<file path="config.mk">
export PLATFORM = sky130hd
export DESIGN_NAME = keypad_scanner_flat
export DESIGN_NICKNAME = d
export VERILOG_FILES = /design/src/rtl/keypad_scanner_if.sv /design/src/rtl/keypad_scanner.sv /design/src/flat_wrapper.sv
export SDC_FILE = /design/constraint.sdc
export NUM_CORES = 1
export LEC_CHECK = 0
export CAP_MARGIN = 10
export CORE_MARGIN = 2
export CORE_UTILIZATION = 57
export DETAILED_ROUTE_END_ITERATION = 6
export PLACE_DENSITY = 0.78
export SLEW_MARGIN = 25
export SYNTH_ARGS = -nofsm -noshare
export SYNTH_HDL_FRONTEND = slang
export SYNTH_SLANG_ARGS = --single-unit
</file>
<file path="constraint.sdc">
create_clock -name clk -period 2.93 [get_ports clk]
set_input_delay 0.4395 -clock clk [delete_from_list [all_inputs] [get_ports clk]]
set_output_delay 0.4395 -clock clk [all_outputs]
set_load 0.1 [all_outputs]
</file>
<file path="src/rtl/keypad_scanner_if.sv">
// Keypad pin and key-event bundle between the scanner, the keypad matrix and the
// downstream digit logic. The scanner owns the master side.
interface keypad_scanner_if;
  logic [3:0] rows;
  logic [3:0] cols;
  logic [3:0] key;
  logic       key_valid;
  logic       key_held;

  modport master (
    input  rows,
    output cols,
    output key,
    output key_valid,
    output key_held
  );

  modport slave (
    output rows,
    input  cols,
    input  key,
    input  key_valid,
    input  key_held
  );
endinterface

</file>
<file path="src/rtl/keypad_scanner.sv">
// 4x4 matrix keypad scanner: drives active-low columns at a divided rate, synchronises and
// debounces active-low rows, and emits one key code with a single-cycle strobe per press.
module keypad_scanner #(
  parameter int unsigned SCAN_DIV       = 10000,
  parameter int unsigned DEBOUNCE_SCANS = 4
) (
  input logic              clk,
  input logic              reset_n,
  keypad_scanner_if.master kp
);

  localparam int unsigned DivW = (SCAN_DIV > 1) ? $clog2(SCAN_DIV) : 1;
  localparam int unsigned DebW = $clog2(DEBOUNCE_SCANS + 1);
  localparam logic [DivW-1:0] DivLast   = DivW'(SCAN_DIV - 1);
  localparam logic [DebW-1:0] DebTarget = DebW'(DEBOUNCE_SCANS);

  typedef enum logic [1:0] {StScan, StDebounce, StHeld} state_e;

  logic [3:0]      rows_meta_q, rows_sync_q;
  logic [DivW-1:0] dwell_q, dwell_d;
  state_e          state_q, state_d;
  logic [1:0]      col_q, col_d;
  logic [3:0]      cols_q, cols_d;
  logic [1:0]      row_q, row_d;
  logic [DebW-1:0] stable_cnt_q, stable_cnt_d;
  logic [DebW-1:0] rel_cnt_q, rel_cnt_d;
  logic [3:0]      key_q, key_d;
  logic            key_valid_q, key_valid_d;
  logic            key_held_q, key_held_d;

  logic       sample;
  logic       any_low;
  logic       row_low;
  logic       advance;
  logic [1:0] win_row;

  function automatic logic [3:0] key_code(logic [1:0] r, logic [1:0] c);
    logic [3:0] code;
    code = 4'h0;
    case ({r, c})
      4'b00_00: code = 4'h1;
      4'b00_01: code = 4'h2;
      4'b00_10: code = 4'h3;
      4'b00_11: code = 4'hA;
      4'b01_00: code = 4'h4;
      4'b01_01: code = 4'h5;
      4'b01_10: code = 4'h6;
      4'b01_11: code = 4'hB;
      4'b10_00: code = 4'h7;
      4'b10_01: code = 4'h8;
      4'b10_10: code = 4'h9;
      4'b10_11: code = 4'hC;
      4'b11_00: code = 4'hE;
      4'b11_01: code = 4'h0;
      4'b11_10: code = 4'hF;
      4'b11_11: code = 4'hD;
      default:  code = 4'h0;
    endcase
    return code;
  endfunction

  always_comb begin
    sample  = (dwell_q == DivLast);
    any_low = ~&rows_sync_q;
    row_low = ~rows_sync_q[row_q];
    // Descending walk so the lowest-index low row is the one left standing.
    win_row = 2'd0;
    for (int i = 3; i >= 0; i--) begin
      if (!rows_sync_q[i]) win_row = 2'(i);
    end
  end

  always_comb begin
    dwell_d      = sample ? '0 : dwell_q + DivW'(1);
    state_d      = state_q;
    col_d        = col_q;
    cols_d       = cols_q;
    row_d        = row_q;
    stable_cnt_d = stable_cnt_q;
    rel_cnt_d    = rel_cnt_q;
    key_d        = key_q;
    key_valid_d  = 1'b0;
    key_held_d   = key_held_q;
    advance      = 1'b0;

    if (sample) begin
      unique case (state_q)
        StScan: begin
          if (any_low) begin
            // col_q stays put and serves as the latched column.
            row_d        = win_row;
            stable_cnt_d = DebW'(1);
            state_d      = StDebounce;
          end else begin
            advance = 1'b1;
          end
        end
        StDebounce: begin
          if (row_low) begin
            if (stable_cnt_q + DebW'(1) == DebTarget) begin
              key_d       = key_code(row_q, col_q);
              key_valid_d = 1'b1;
              key_held_d  = 1'b1;
              rel_cnt_d   = '0;
              state_d     = StHeld;
            end else begin
              stable_cnt_d = stable_cnt_q + DebW'(1);
            end
          end else begin
            state_d = StScan;
            advance = 1'b1;
          end
        end
        StHeld: begin
          if (row_low) begin
            rel_cnt_d = '0;
          end else if (rel_cnt_q + DebW'(1) == DebTarget) begin
            rel_cnt_d  = '0;
            key_held_d = 1'b0;
            state_d    = StScan;
            advance    = 1'b1;
          end else begin
            rel_cnt_d = rel_cnt_q + DebW'(1);
          end
        end
        default: state_d = StScan;
      endcase
    end

    if (advance) begin
      col_d  = col_q + 2'd1;
      cols_d = {cols_q[2:0], cols_q[3]};
    end
  end

  always_ff @(posedge clk or negedge reset_n) begin
    if (!reset_n) begin
      rows_meta_q  <= 4'hF;
      rows_sync_q  <= 4'hF;
      dwell_q      <= '0;
      state_q      <= StScan;
      col_q        <= 2'd0;
      cols_q       <= 4'b1110;
      row_q        <= 2'd0;
      stable_cnt_q <= '0;
      rel_cnt_q    <= '0;
      key_q        <= 4'h0;
      key_valid_q  <= 1'b0;
      key_held_q   <= 1'b0;
    end else begin
      rows_meta_q  <= kp.rows;
      rows_sync_q  <= rows_meta_q;
      dwell_q      <= dwell_d;
      state_q      <= state_d;
      col_q        <= col_d;
      cols_q       <= cols_d;
      row_q        <= row_d;
      stable_cnt_q <= stable_cnt_d;
      rel_cnt_q    <= rel_cnt_d;
      key_q        <= key_d;
      key_valid_q  <= key_valid_d;
      key_held_q   <= key_held_d;
    end
  end

  assign kp.cols      = cols_q;
  assign kp.key       = key_q;
  assign kp.key_valid = key_valid_q;
  assign kp.key_held  = key_held_q;

endmodule
</file>
<file path="src/flat_wrapper.sv">
// flat-port wrapper written by rule: the top's interface ports become plain ports
module keypad_scanner_flat 
#(
  parameter int unsigned SCAN_DIV       = 10000,
  parameter int unsigned DEBOUNCE_SCANS = 4
)
  (clk, reset_n, kp_rows, kp_cols, kp_key, kp_key_valid, kp_key_held);
  keypad_scanner_if kp_i ();
  input logic clk;
  input logic reset_n;
  input wire logic [$bits(kp_i.rows)-1:0] kp_rows;
  output wire logic [$bits(kp_i.cols)-1:0] kp_cols;
  output wire logic [$bits(kp_i.key)-1:0] kp_key;
  output wire logic [$bits(kp_i.key_valid)-1:0] kp_key_valid;
  output wire logic [$bits(kp_i.key_held)-1:0] kp_key_held;
  assign kp_i.rows = kp_rows;
  assign kp_cols = kp_i.cols;
  assign kp_key = kp_i.key;
  assign kp_key_valid = kp_i.key_valid;
  assign kp_key_held = kp_i.key_held;
  keypad_scanner #(.SCAN_DIV(SCAN_DIV), .DEBOUNCE_SCANS(DEBOUNCE_SCANS)) u_core (.clk(clk), .reset_n(reset_n), .kp(kp_i));
endmodule
</file>
==> out/summary.txt <==
status -> completed
drt pass-1 iters -> 4
Tot GR Track Use -> 21.2%
post-synthesis async set-or-reset flop share -> 100%
Layout Cells excl Fill -> 270
ys flop type -> dfrtp_1
RSZ-0062 raised after global routing -> false
via count -> 1550
initial antenna violation count -> 0
critical path required time -> 3.17 ns
relative slew slack -> 65.2%
worst setup path class -> flip-flop to flip-flop
Skew-Pair Late Insertion Delay -> 0.30 ns
Synth-to-Final Area Change -> 12.1%
Residual DRC -> 0
FILL cells -> 294
Post-Syn Area -> 0.00222 mm^2
Syn Inst Count -> 202
total congestion overflow -> 0
Worst Skew -> 0.00829 ns
Clock Pin Slew Worst Setup and Hold Paths -> 0.09 ns
Yosys reg bits -> 44
Avg WL per Cell -> 14.9 um
Static Leak -> 1.13 nW
Distinct cells, synth -> 39
CTS tree -> built
CP Launch Type -> flip-flop
IO Port Bufs -> 15
Critical Path Sink Type -> flip-flop
clk root buf -> clkbuf_8
placed cell area -> 0.00239 mm^2
Max Slew Vio Count -> 0
Top-Level Pins -> 16
# diodes -> 0
post-route ant nets -> 0
commonest non-fill, non-tap cell in the layout -> dfrtp_1
sequential share of the synthesized area -> 50.2%
Max Cap Viol -> 0
initial core utilization -> 59.7%
Finish-stage setup viols -> 0
Avg Inst Size Synth -> 11.0 um^2
Die X -> 66.4 um
DPL Wire Length -> 2820 um
Via-to-Cell Ratio -> 5.74
pre-CTS setup slack -> 0.473 ns
CTS buffer count -> 5
largest cells by area after synthesis -> dfrtp_1 (37%), dfstp_2 (13%), ha_1 (8.5%), mux2_2 (4.1%), xor2_1 (3.9%)
Post-synth EDFFs -> 0
Hold Path Class -> primary input to asynchronous set/reset pin
syn nets -> 223
area leader, netlist -> dfrtp_1
Setup Buffers After CTS -> 0
Die Ht -> 66.4 um
Final Net Count -> 242
first-pass GRT wire length -> 6920 um
TNS Setup -> 0 ns
CTS Buffer Depth -> 2
final wirelength -> 4030 um
synth warn -> 0
Cell Rows -> 22
Post-Route Utilization -> 67.0%
CTS resizes -> 0
critical path arrival -> 2.74 ns
Fmax -> 401 MHz
CP max FO -> 13
area fraction of the dominant cell type after synthesis -> 37.2%
DRT iter0 DRCs -> 102
commonest non-fill, non-tap cells in the layout -> dfrtp_1 (33), nand2_1 (22), ha_1 (15)
Final Critical Period -> 2.50 ns
worst-margin pin slew -> 0.521 ns
number of clock sinks -> 44
Final WS setup -> 0.434 ns
Peak VDD IR -> 341 uV
Final period util -> 85.2%
largest net degree at the start of global routing -> 45
die area -> 0.00441 mm^2
power per cell area -> 420 mW/mm^2
total placed cells including tap cells -> 262
vias in the first global route -> 1570
Fin. Hold Viols -> 0
final instance area -> 0.00249 mm^2
CTS Hold Bufs -> 0
# H-tree levels -> 2
share of layout cells above drive strength 1 -> 20.3%
Placer Congestion -> 0.852
Core Area -> 0.00372 mm^2
## report_power, final
group,internal [W],total [W],switching [W]
Sequential,0.000617,0.000621,0.00000383
Combinational,0.00000846,0.0000247,0.0000163
Clock,0.000175,0.000399,0.000224
Total,0.000801,0.00104,0.000244
## metrics by stage
stage | hold WS, ns | total power (W)
after detailed placement | 0.348 | 0.000658
after floorplan | 0.144 | 0.000637
after CTS | 0.301 | 0.00105
after global routing | 0.131 | 0.00109
after global placement | 0.346 | 0.000656
final | 0.114 | 0.00104
## sequential cells by signal, summed over array words and instances, names as in the netlist
signal and flops:
u_core.col_q 2, u_core.dwell_q 14, u_core.kp.cols 4, u_core.kp.key 4
u_core.kp.key_held 1, u_core.kp.key_valid 1, u_core.rel_cnt_q 3, u_core.row_q 2
u_core.rows_meta_q 4, u_core.rows_sync_q 4, u_core.stable_cnt_q 3, u_core.state_q 2
## area by class of cell
cell class / instances / area, um^2 / share of cell area (%)
clock inverters: 3 / 26.3 / 1.06
repair buffers: 16 / 130 / 5.23
inverters: 11 / 41.3 / 1.66
multi-input cells: 143 / 1050 / 42.1
well taps: 48 / 60.1 / 2.41
flip-flops and latches: 44 / 1110 / 44.8
clock buffers: 5 / 68.8 / 2.77
## cell usage after synthesis, types with 2 or more instances
master     n
nand3_1   13
o41ai_1    2
dfstp_2   11
a21oi_1    6
xnor2_1    5
mux2i_1    6
o21ai_0   12
nor2_1    13
xor2_1    10
mux2_2     8
a31oi_1    3
inv_1     11
and3_1     3
nand4_1    2
ha_1      15
nand2_1   22
clkbuf_1   3
dfrtp_1   33
nor3_1     3
mux4_2     2
## per-layer routing
metal / track usage, % / part of all wire (%)
met5: 0 / 0
met4: 6.12 / 0.72
met3: 6.64 / 3.9
met2: 35.8 / 51
met1: 26.2 / 45
## cells by family after synthesis
group | synth area share [%]
flip-flops | 50.2
multiplexers | 8.79
AND/OR/NAND/NOR | 15.1
adder cells (fa/ha/maj) | 8.46
XOR/XNOR | 5.92
buffers and inverters | 2.59
AO/OA/AOI/OAI | 8.91
## worst max-delay path, stage by stage (launching register included)
cell       delay (ns)
dfrtp_1          0.43
or4_4            0.56
nor4_4           0.37
buf_4            0.26
o2111ai_2        0.21
or4b_1           0.51
nand3_1          0.09
## final timing paths
check                      cells past startpoint                     end  slack, ns                  start
setup / recovery                               6  u_core.stable_cnt_q[2]       0.43      u_core.dwell_q[4]
hold / removal                                 1     u_core.rel_cnt_q[0]       0.11                reset_n
setup reg to reg                               6  u_core.stable_cnt_q[2]       0.43      u_core.dwell_q[4]
hold reg to reg                                0   u_core.rows_sync_q[0]       0.36  u_core.rows_meta_q[0]
max in group asynchronous                      1   u_core.rows_sync_q[2]       2.45                reset_n
min in group clk                               0   u_core.rows_sync_q[0]       0.36  u_core.rows_meta_q[0]
(Power assumes the default switching activity.)
==> RTL change (same flow settings) <==
Take the reset off `key_q` and load it in a clocked block of its own.
--- a/src/rtl/keypad_scanner.sv
+++ b/src/rtl/keypad_scanner.sv
@@ -145,5 +145,4 @@
       stable_cnt_q <= '0;
       rel_cnt_q    <= '0;
-      key_q        <= 4'h0;
       key_valid_q  <= 1'b0;
       key_held_q   <= 1'b0;
@@ -158,8 +157,11 @@
       stable_cnt_q <= stable_cnt_d;
       rel_cnt_q    <= rel_cnt_d;
-      key_q        <= key_d;
       key_valid_q  <= key_valid_d;
       key_held_q   <= key_held_d;
     end
+  end
+
+  always_ff @(posedge clk) begin
+    key_q <= key_d;
   end
 
Check against the original RTL: no difference found for any inputs over 10 cycles, from zero or initial values and one cycle with reset_n low; that may be too few to reach the edited logic, so the function may still have changed.
==> RTL change against the original RTL <==
Total power is 3.3% higher. Sequential cell count stayed put. Critical path type unchanged. Worst setup slack better by 0.13 ns. Routed wire length is 0.17% lower. Cell area is 1.5% higher. Area after synthesis is 0.85% higher. Clock skew is 0.0022 ns lower. Synthesized cell count is 3.5% lower. Via count is 1.7% lower. Highest routed layer unchanged.
==> RTL change: results (changes against the original RTL) <==
* Final HPWL DP at 2940 microns (was 2820 microns)
* Placement Setup Slack at 0.573 ns (was 0.473 ns)
* Sequential-to-total area share from yosys stat at 50.7% (was 50.2%)
* Fin worst setup slack at 0.561 ns (was 0.434 ns)
* Worst-case clock skew at 0.00609 ns (was 0.00829 ns)
* CTS Buf Count at 5 (unchanged)
* Clock Pin Slew Worst Setup and Hold Paths at approximately 0.080 ns
* Detailed-route vias per instance at 5.75 (was 5.74)
* Layout Nets at 237 (was 242)
* Syn Std Cell Area at 2240 sq um (was 2220 sq um)
* RR Endpoint: u_core.stable_cnt_q[2] (unchanged)
* Hold WC Path Type: in2async (unchanged)
* Synth top cells by count: 29 x dfrtp_1, 19 x nand2_1, 15 x ha_1, 13 x nor2_1, 11 x dfstp_2 (was 33 x dfrtp_1, 22 x nand2_1, 15 x ha_1, 13 x nand3_1, 13 x nor2_1)
* Clk_lat worst skew at 0.30 ns (about the same)
* Port buffer count at 15 (unchanged)
* Global-route wire length before repair at 7090 microns (was 6920 microns)
* Crit path max fanout at 10 (was 13)
* DR WL/cell at 15.2 microns (was 14.9 microns)
* Largest net degree at the start of global routing at 41 (was 45)
* Share of post-route cells with drive strength above 1 at 23.0% (was 20.3%)
* R2R cell count at 4 (was 6)
* Yosys cell types at 40 (was 39)
* Starting DRC count in detailed routing at 141 (was 102)
* CP arrival at 2.55 ns (was 2.74 ns)
* Vias in the first global route at 1598 (was 1570)
* Total track usage at 21.7% (was 21.2%)
* Status: finished clean (unchanged)
* Maximum VDD drop at 411 uV (was 341 uV)
* Synth top area cells: dfrtp_1 32%, dfstp_2 13%, ha_1 8.4%, edfxtp_1 5.4%, mux2_2 4.5% (was dfrtp_1 37%, dfstp_2 13%, ha_1 8.5%, mux2_2 4.1%, xor2_1 3.9%)
* Ys async rst share at 90.9% (was 100%)
* Clk root buf: clkbuf_8 (unchanged)
* Syn Nets at 216 (was 223)
* Max incr delay on CP at 0.62 ns (was 0.56 ns)
* Setup TNS at 0 ns (unchanged)
* CP max-delay cell: mux4_2 (was or4_4)
* First-pass DRT Iterations at 4 (unchanged)
* Clock Path Buffers at 2 (unchanged)
* Crit. End Element: register (unchanged)
* CP startpoint kind: register (unchanged)
* Routability cong. at 1.04 (was 0.852)
* EDFF count, synth at 4 (was 0)
* Ys flop type: dfrtp_1 (unchanged)
* Leak pwr at 1.10 nW (was 1.13 nW)
* ANT cells at 0 (unchanged)
* Worst R2R Start: u_core.row_q[0] (was u_core.dwell_q[4])
* Max reg flops at 14 (unchanged)
* Filler cell count at 280 (was 294)
* Setup Fix Bufs, Post-CTS at 0 (unchanged)
* Transition time of the tightest slew-check pin at 0.852 ns (was 0.521 ns)
==> RTL change: changes by cell type after synthesis, moves of 3 or more <==
cell,unedited run,this run
edfxtp_1,0,4
o21ai_0,12,6
nand3_1,13,10
dfrtp_1,33,29
nand2_1,22,19
a211o_1,0,4
a21oi_1,6,9
nor4_1,0,4
==> RTL change: cells by family after synthesis <==
group           count (synthesis)  share of synthesized area [%]
fa+ha+maj                      15                           8.38
compound gates                 28                           8.94
flops                          44                           50.7
mux                            16                           8.78
xor+xnor                       15                           5.87
simple gates                   64                           14.8
buf+inv                        13                           2.52
==> RTL change: where the power goes <==
group          internal, W  switching, W   total, W
registers         0.000624    0.00000399   0.000628
logic           0.00000847     0.0000156  0.0000241
clock network     0.000222      0.000205   0.000427
==> RTL change: cell type report <==
type,count,area [sq um],share of cell area [%]
Sequential cell,44,1130,44.9
Multi-Input combinational cell,138,1050,41.5
Timing Repair Buffer,17,135,5.35
Clock buffer,6,93.8,3.71
Tap cell,48,60.1,2.38
Inverter,10,37.5,1.49
Clock inverter,2,17.5,0.693
==> RTL change: worst min path at each step <==
stage	endpoint	slack [ns]	depth (start not counted)
5_1_grt	u_core.stable_cnt_q[1]	0.31	1
2_1_floorplan	u_core.col_q[0]	0.14	0
6_report	u_core.dwell_q[10]	0.25	1
3_3_place_gp	u_core.rows_sync_q[1]	0.35	0
3_5_place_dp	u_core.rows_sync_q[1]	0.35	0
4_1_cts	u_core.stable_cnt_q[1]	0.25	1
==> RTL change: metal layers <==
| layer | wire [microns] | track usage [%] |
|---|---|---|
| met2 | 2090 | 36.8 |
| met5 | 0 | 0 |
| met4 | 89 | 11.2 |
| met1 | 1690 | 25.4 |
| met3 | 156 | 5.41 |
==> RTL change: worst max-delay path: cells and delay by family (launching register included) <==
family,cells,cell delay (ns)
AO/OA/AOI/OAI,3,1.06
multiplexers,1,0.62
flip-flops,1,0.58
==> RTL change: metrics by stage <==
step | hold slack (ns) | total power, W | std cells | area, sq um
after floorplan | 0.144 | 0.000645 | 195 | 2240
after global placement | 0.346 | 0.000663 | 257 | 2410
after detailed placement | 0.347 | 0.000664 | 257 | 2410
after CTS | 0.253 | 0.00110 | 265 | 2530
after global routing | 0.306 | 0.00113 | 265 | 2530
final | 0.246 | 0.00108 | 265 | 2530
